===== config.mk =====
export PLATFORM = sky130hd
export DESIGN_NAME = flash_ctrl
export DESIGN_NICKNAME = d
export VERILOG_FILES = /design/src/rtl/flash_ctrl.sv
export SDC_FILE = /design/constraint.sdc
export NUM_CORES = 1
export LEC_CHECK = 0
export CORE_ASPECT_RATIO = 1.1
export CORE_MARGIN = 5
export CORE_UTILIZATION = 63
export CTS_CLUSTER_DIAMETER = 50
export CTS_CLUSTER_SIZE = 12
export DETAILED_ROUTE_END_ITERATION = 10
export DONT_BUFFER_PORTS = 1
export PLACE_DENSITY = 0.79
export SYNTH_ARGS = -nofsm -noshare
export SYNTH_HDL_FRONTEND = slang
export SYNTH_SLANG_ARGS = --single-unit

===== constraint.sdc =====
create_clock -name clk -period 4.4 [get_ports clk]
set_input_delay 0.44 -clock clk [delete_from_list [all_inputs] [get_ports clk]]
set_output_delay 0.44 -clock clk [all_outputs]
set_load 0.005 [all_outputs]

===== src/rtl/flash_ctrl.sv =====
// flash_ctrl: read-only memory-mapped controller for the on-board SPI flash.
// It sends the release-from-deep-power-down command (0xAB) after reset, then
// serves bus reads with single-bit SPI READ (0x03) frames in mode 0. The four
// flash bytes of a word are returned little-endian, and ready_out pulses once
// per read.
module flash_ctrl #(
    parameter int CLK_DIV     = 1,
    parameter int WAKE_CYCLES = 48
) (
    input  logic        clk,
    input  logic        reset,
    input  logic [31:0] address_in,
    input  logic        sel_in,
    input  logic        read_in,
    output logic [31:0] read_value_out,
    output logic        ready_out,
    output logic        flash_clk,
    output logic        flash_csn,
    output logic        flash_io0_out,
    output logic        flash_io0_en,
    input  logic        flash_io1_in
);

    typedef enum logic [2:0] {
        WAKE_CMD,
        WAKE_WAIT,
        IDLE,
        SETUP,
        SHIFT,
        DONE
    } state_t;

    localparam int                DIV_W     = (CLK_DIV > 1) ? $clog2(CLK_DIV) : 1;
    localparam logic [DIV_W-1:0]  DIV_LAST  = DIV_W'(CLK_DIV - 1);
    localparam int                WAKE_W    = (WAKE_CYCLES > 1) ? $clog2(WAKE_CYCLES) : 1;
    localparam logic [WAKE_W-1:0] WAKE_LAST = WAKE_W'(WAKE_CYCLES - 1);
    localparam logic [31:0]       WAKE_WORD = 32'hAB00_0000;

    state_t              state;
    logic [31:0]         shift_out;   // outgoing bits, MSB is the next bit on io0
    logic [31:0]         rx;          // incoming data bits, first flash byte ends up in [31:24]
    logic [31:0]         data;        // last completed word, already byte-swapped
    logic [DIV_W-1:0]    div_cnt;
    logic [5:0]          bit_cnt;
    logic [WAKE_W-1:0]   wake_cnt;

    logic [31:0]         cmd_word;
    logic                shifting;
    logic                phase_end;
    logic                last_bit;
    logic                unused_addr;

    assign cmd_word  = {8'h03, address_in[23:2], 2'b00};
    // Upper address bits alias (decode is external) and the byte offset is implied.
    assign unused_addr = ^{address_in[31:24], address_in[1:0]};

    // The bit engine runs in SHIFT and in WAKE_CMD once csn has been pulled low.
    assign shifting  = (state == SHIFT) || ((state == WAKE_CMD) && !flash_csn);
    assign phase_end = (div_cnt == DIV_LAST);
    assign last_bit  = (state == SHIFT) ? (bit_cnt == 6'd63) : (bit_cnt == 6'd7);

    // Bus read data is gated by the select so it can be ORed onto the shared bus.
    assign read_value_out = sel_in ? data : 32'h0;

    // Controller FSM with registered SPI pins and ready pulse.
    always_ff @(posedge clk or posedge reset) begin
        if (reset) begin
            state         <= WAKE_CMD;
            flash_csn     <= 1'b1;
            flash_clk     <= 1'b0;
            flash_io0_out <= 1'b0;
            flash_io0_en  <= 1'b0;
            ready_out     <= 1'b0;
            data          <= 32'h0;
            shift_out     <= WAKE_WORD;
            rx            <= 32'h0;
            div_cnt       <= '0;
            bit_cnt       <= '0;
            wake_cnt      <= '0;
        end else begin
            // NOTE: sequential state uses non-blocking assignments so every
            // register samples pre-edge values; later assignments below win.
            ready_out <= 1'b0;
            if (shifting) begin
                if (!phase_end) begin
                    div_cnt <= div_cnt + 1'b1;
                end else begin
                    div_cnt <= '0;
                    if (!flash_clk) begin
                        // Rising edge: the flash holds io1 stable here.
                        flash_clk <= 1'b1;
                        if ((state == SHIFT) && bit_cnt[5]) begin
                            rx <= {rx[30:0], flash_io1_in};
                        end
                    end else begin
                        // Falling edge: present the next outgoing bit (zeros after cmd+addr).
                        flash_clk     <= 1'b0;
                        shift_out     <= {shift_out[30:0], 1'b0};
                        flash_io0_out <= shift_out[30];
                        if (last_bit) begin
                            bit_cnt <= '0;
                            if (state == SHIFT) begin
                                state         <= DONE;
                                flash_csn     <= 1'b1;
                                flash_io0_en  <= 1'b0;
                                flash_io0_out <= 1'b0;
                                ready_out     <= 1'b1;
                                data          <= {rx[7:0], rx[15:8], rx[23:16], rx[31:24]};
                            end else begin
                                // csn rises one cycle later, in WAKE_WAIT.
                                state <= WAKE_WAIT;
                            end
                        end else begin
                            bit_cnt <= bit_cnt + 1'b1;
                        end
                    end
                end
            end else begin
                case (state)
                    WAKE_CMD: begin
                        // First cycle after reset: open the wake frame.
                        flash_csn     <= 1'b0;
                        flash_io0_en  <= 1'b1;
                        flash_io0_out <= shift_out[31];
                    end
                    WAKE_WAIT: begin
                        if (!flash_csn) begin
                            flash_csn     <= 1'b1;
                            flash_io0_en  <= 1'b0;
                            flash_io0_out <= 1'b0;
                            wake_cnt      <= '0;
                        end else if (wake_cnt == WAKE_LAST) begin
                            wake_cnt <= '0;
                            state    <= IDLE;
                        end else begin
                            wake_cnt <= wake_cnt + 1'b1;
                        end
                    end
                    IDLE: begin
                        if (sel_in && read_in) begin
                            shift_out     <= cmd_word;
                            flash_csn     <= 1'b0;
                            flash_io0_en  <= 1'b1;
                            flash_io0_out <= cmd_word[31];
                            div_cnt       <= '0;
                            bit_cnt       <= '0;
                            state         <= SETUP;
                        end
                    end
                    SETUP:   state <= SHIFT;
                    DONE:    state <= IDLE;
                    default: state <= WAKE_CMD;
                endcase
            end
        end
    end

endmodule


==> flow_metrics.env <==
export IMPL_status="finished, final reports clean"
export IMPL_synth_compound_area_share=0.1106
export IMPL_synth_top_family_by_area="multiplexers"
export IMPL_cts_buffers_inserted=17
export IMPL_max_cap_violations=0
export IMPL_synth_edf_count=0
export IMPL_netlist_top_cell_by_area="sky130_fd_sc_hd__dfrtp_1"
export IMPL_post_syn_nets=470
export IMPL_gr_total_overflow=0
export IMPL_cts_root_buf="sky130_fd_sc_hd__clkbuf_8"
export IMPL_maximum_frequency_from_static_timing_analysis_ghz=0.3630
export IMPL_ys_seq_elements=114
export IMPL_reg2reg_depth=5
export IMPL_die_y_um=104.6
export IMPL_antennaDiodeCount=0
export IMPL_critPathCaptureType="register"
export IMPL_ctsHoldBuffers=0
export IMPL_io_pins=74
export IMPL_drt_drc_violations_left=0
export IMPL_clock_skew_ns=0.009075
export IMPL_cellPowerDensity_nw_per_um2=409.7
export IMPL_tritoncts="built"
export IMPL_tightestPinTransition_ns=1.098
export IMPL_grt_first_pass_wirelength_um=15250
export IMPL_final_min_clock_period_ns=2.755
export IMPL_synthesis_area_um2=5126
export IMPL_gpl_final_weighted_congestion=0.8022
export IMPL_floorplan_initialDensity=0.6478
export IMPL_worst_endpoint_data_arrival_time_ns=3.09
export IMPL_detailed_place_hpwl_um=5463
export IMPL_antenna_found_initial=0
export IMPL_fp_dieW_um=96.01
export IMPL_cts_max_level=4
export IMPL_design_core_area_um2=7913
export IMPL_finalSetupTns_ns=0
export IMPL_numPlacedInstances=513
export IMPL_synth_cell_types=53
export IMPL_critPathMaxFanout=39
export IMPL_ys_async_sr_fraction=1.000
export IMPL_startpoint_type="register"
export IMPL_finalSetupViolCount=0
export IMPL_first_global_vias=3218
export IMPL_netlist_instances=430
export IMPL_count_of_yosys_warnings_during_synthesis=0
export IMPL_numClockSinks=114
export IMPL_layout_cells_non_filler=545
export IMPL_maximum_clock_path_buffer_count=2
export IMPL_global_route_total_usage_across_every_layer=0.1943
export IMPL_grt_max_degree=85
export IMPL_leading_post_synthesis_cells_by_instance_count="sky130_fd_sc_hd__dfrtp_1 (108), sky130_fd_sc_hd__mux2_1 (37), sky130_fd_sc_hd__o21ai_0 (33), sky130_fd_sc_hd__o21ai_1 (33), sky130_fd_sc_hd__and2_1 (32)"
export IMPL_syn_to_final_growth_pct=12.01
export IMPL_synth_seq_area_share=0.5580
export IMPL_criticalPathCategory="register to register"
export IMPL_detailedRoute_firstPassIterationCount=4
export IMPL_worst_setup_hold_path_clk_slew_ns=0.06
export IMPL_finish_net_count=464
export IMPL_cts_repair_resized=0
export IMPL_num_vias=3215
export IMPL_critical_path_reg2reg_startpoint="flash_csn$_DFFE_PP1P_"
export IMPL_placement_rows=34
export IMPL_rsz0062_at_grt="no"
export IMPL_detail_route_wl_per_cell_um=15.97
export IMPL_synth_adder_area_share=0.007322
export IMPL_ant_nets=0
export IMPL_synthXorXnorAreaFrac=0.001709
export IMPL_required_ns=4.74
export IMPL_place_port_buffers=0
export IMPL_drt_vias_per_instance=5.899
export IMPL_synth_simple_gate_area_frac=0.1023
export IMPL_latest_clock_arrival_within_the_worst_skew_pair_ns=0.50
export IMPL_yosys_top_cells_area="sky130_fd_sc_hd__dfrtp_1 (53%), sky130_fd_sc_hd__mux2_1 (8.1%), sky130_fd_sc_hd__mux2_2 (6.4%)"
export IMPL_detailedRoute_firstIterationViolations=101
export IMPL_final_layout_size_suffix_gt1_frac=0.1785
export IMPL_finalHoldViolations=0
export IMPL_synth_most_common_cell="sky130_fd_sc_hd__dfrtp_1"
export IMPL_worst_hold_path_type="primary input to async pin"
export IMPL_synth_top_cell_area_share=0.5272
export IMPL_post_synth_mux_area_share=0.1879
export IMPL_worst_r2r_setup_slack_ns=1.65
export IMPL_cellLeakagePower_uw=0.002619
export IMPL_vdd_drop_max_mv=0.2971
export IMPL_worstReg2RegEnd="bit_cnt[2]$_DFFE_PP0P_"
export IMPL_slew_viol_final=0
export IMPL_postSynthAreaPerCell_um2=11.92
export IMPL_fp_dieArea_um2=10040
export IMPL_routed_wirelength_um=8706
export IMPL_synth_main_ff_cell="sky130_fd_sc_hd__dfrtp_1"
export IMPL_post_route_period_util=0.6260
export IMPL_relSlewSlack=0.2655
export IMPL_post_cts_setup_buffer_count=0
## stage by stage
step	worst slack, ns	utilization	area [µm²]	total power (µW)	hold WS [ns]
6_report	1.646	0.7256	5742	2352	0.04199
5_1_grt	1.324	0.7256	5742	2442	0.04729
4_1_cts	1.612	0.7256	5742	2384	0.05854
3_5_place_dp	1.631	0.6539	5174	1091	0.4729
3_3_place_gp	1.707	0.6539	5174	1090	0.4654
2_1_floorplan	0.9542	-	5126	1087	0.4541
## cell type report
cell class / count / area [µm²]
Multi-Input combinational cell: 279 / 2112
Inverter: 7 / 28.78
Clock inverter: 13 / 136.4
Tap cell: 108 / 135.1
Sequential cell: 114 / 2860
Fill cell: 562 / 2171
Clock buffer: 19 / 431.7
Timing Repair Buffer: 5 / 37.54
## state kept, by name, indices dropped and copies added, names as in the netlist
signal         count
data              32
rx                32
shift_out         30
bit_cnt            6
wake_cnt           6
state              3
flash_clk          1
flash_csn          1
flash_io0_en       1
flash_io0_out      1
ready_out          1
## worst max-delay path: stages, from the launching register on
cell,delay (ns)
sky130_fd_sc_hd__dfstp_2,0.68
sky130_fd_sc_hd__nor2b_1,0.33
sky130_fd_sc_hd__o21a_1,0.18
sky130_fd_sc_hd__buf_4,0.31
sky130_fd_sc_hd__or2_1,0.88
sky130_fd_sc_hd__o32ai_1,0.19
## layout by cell type, fill, tap and decap left out, types with 4 or more instances in the layout
master                       count
sky130_fd_sc_hd__inv_1           5
sky130_fd_sc_hd__buf_4           5
sky130_fd_sc_hd__clkinv_2        4
sky130_fd_sc_hd__nand2b_1        4
sky130_fd_sc_hd__mux2_2         29
sky130_fd_sc_hd__o21ai_1        32
sky130_fd_sc_hd__nor2_1          7
sky130_fd_sc_hd__clkbuf_16      16
sky130_fd_sc_hd__dfrtp_1       108
sky130_fd_sc_hd__o21ai_0        33
sky130_fd_sc_hd__and2_1         32
sky130_fd_sc_hd__mux2_1         37
sky130_fd_sc_hd__nand2_1        18
sky130_fd_sc_hd__nand3_1         9
sky130_fd_sc_hd__dfstp_2         6
sky130_fd_sc_hd__a21oi_1         4
sky130_fd_sc_hd__o31ai_1         5
sky130_fd_sc_hd__clkinvlp_4      4
sky130_fd_sc_hd__mux2i_1        22
## power breakdown
group	internal, µW	leakage [µW]	switching, µW
sequential	1050	0.00154	0.338
clock	817	0.000270	464
combinational	1.76	0.000811	18.9
total	1870	0.00262	483
## per-layer routing
metal	up-vias	wire length (µm)	GRT usage
li1	1526	-	-
met5	-	0	0
met2	78	4435	0.2886
met1	1604	3681	0.2559
met4	0	85	0.08232
met3	7	503	0.07189
## how the worst max path moves through the flow
stage                                from                     end  slack (ns)  cells after the start
floorplan                           reset  bit_cnt[0]$_DFFE_PP0P_        0.95                      1
global placement    flash_csn$_DFFE_PP1P_  bit_cnt[2]$_DFFE_PP0P_        1.71                      5
detailed placement  flash_csn$_DFFE_PP1P_  bit_cnt[2]$_DFFE_PP0P_        1.63                      5
CTS                 flash_csn$_DFFE_PP1P_  bit_cnt[2]$_DFFE_PP0P_        1.61                      5
global route        flash_csn$_DFFE_PP1P_  bit_cnt[2]$_DFFE_PP0P_        1.32                      5
finish              flash_csn$_DFFE_PP1P_  bit_cnt[2]$_DFFE_PP0P_        1.65                      5
## logic make-up after synthesis
kind of cell	after synthesis
flops	114
compound gates	96
simple gates	91
mux	88
buf+inv	37
fa+ha+maj	3
xor+xnor	1
Power figures use the tool's default switching activity.
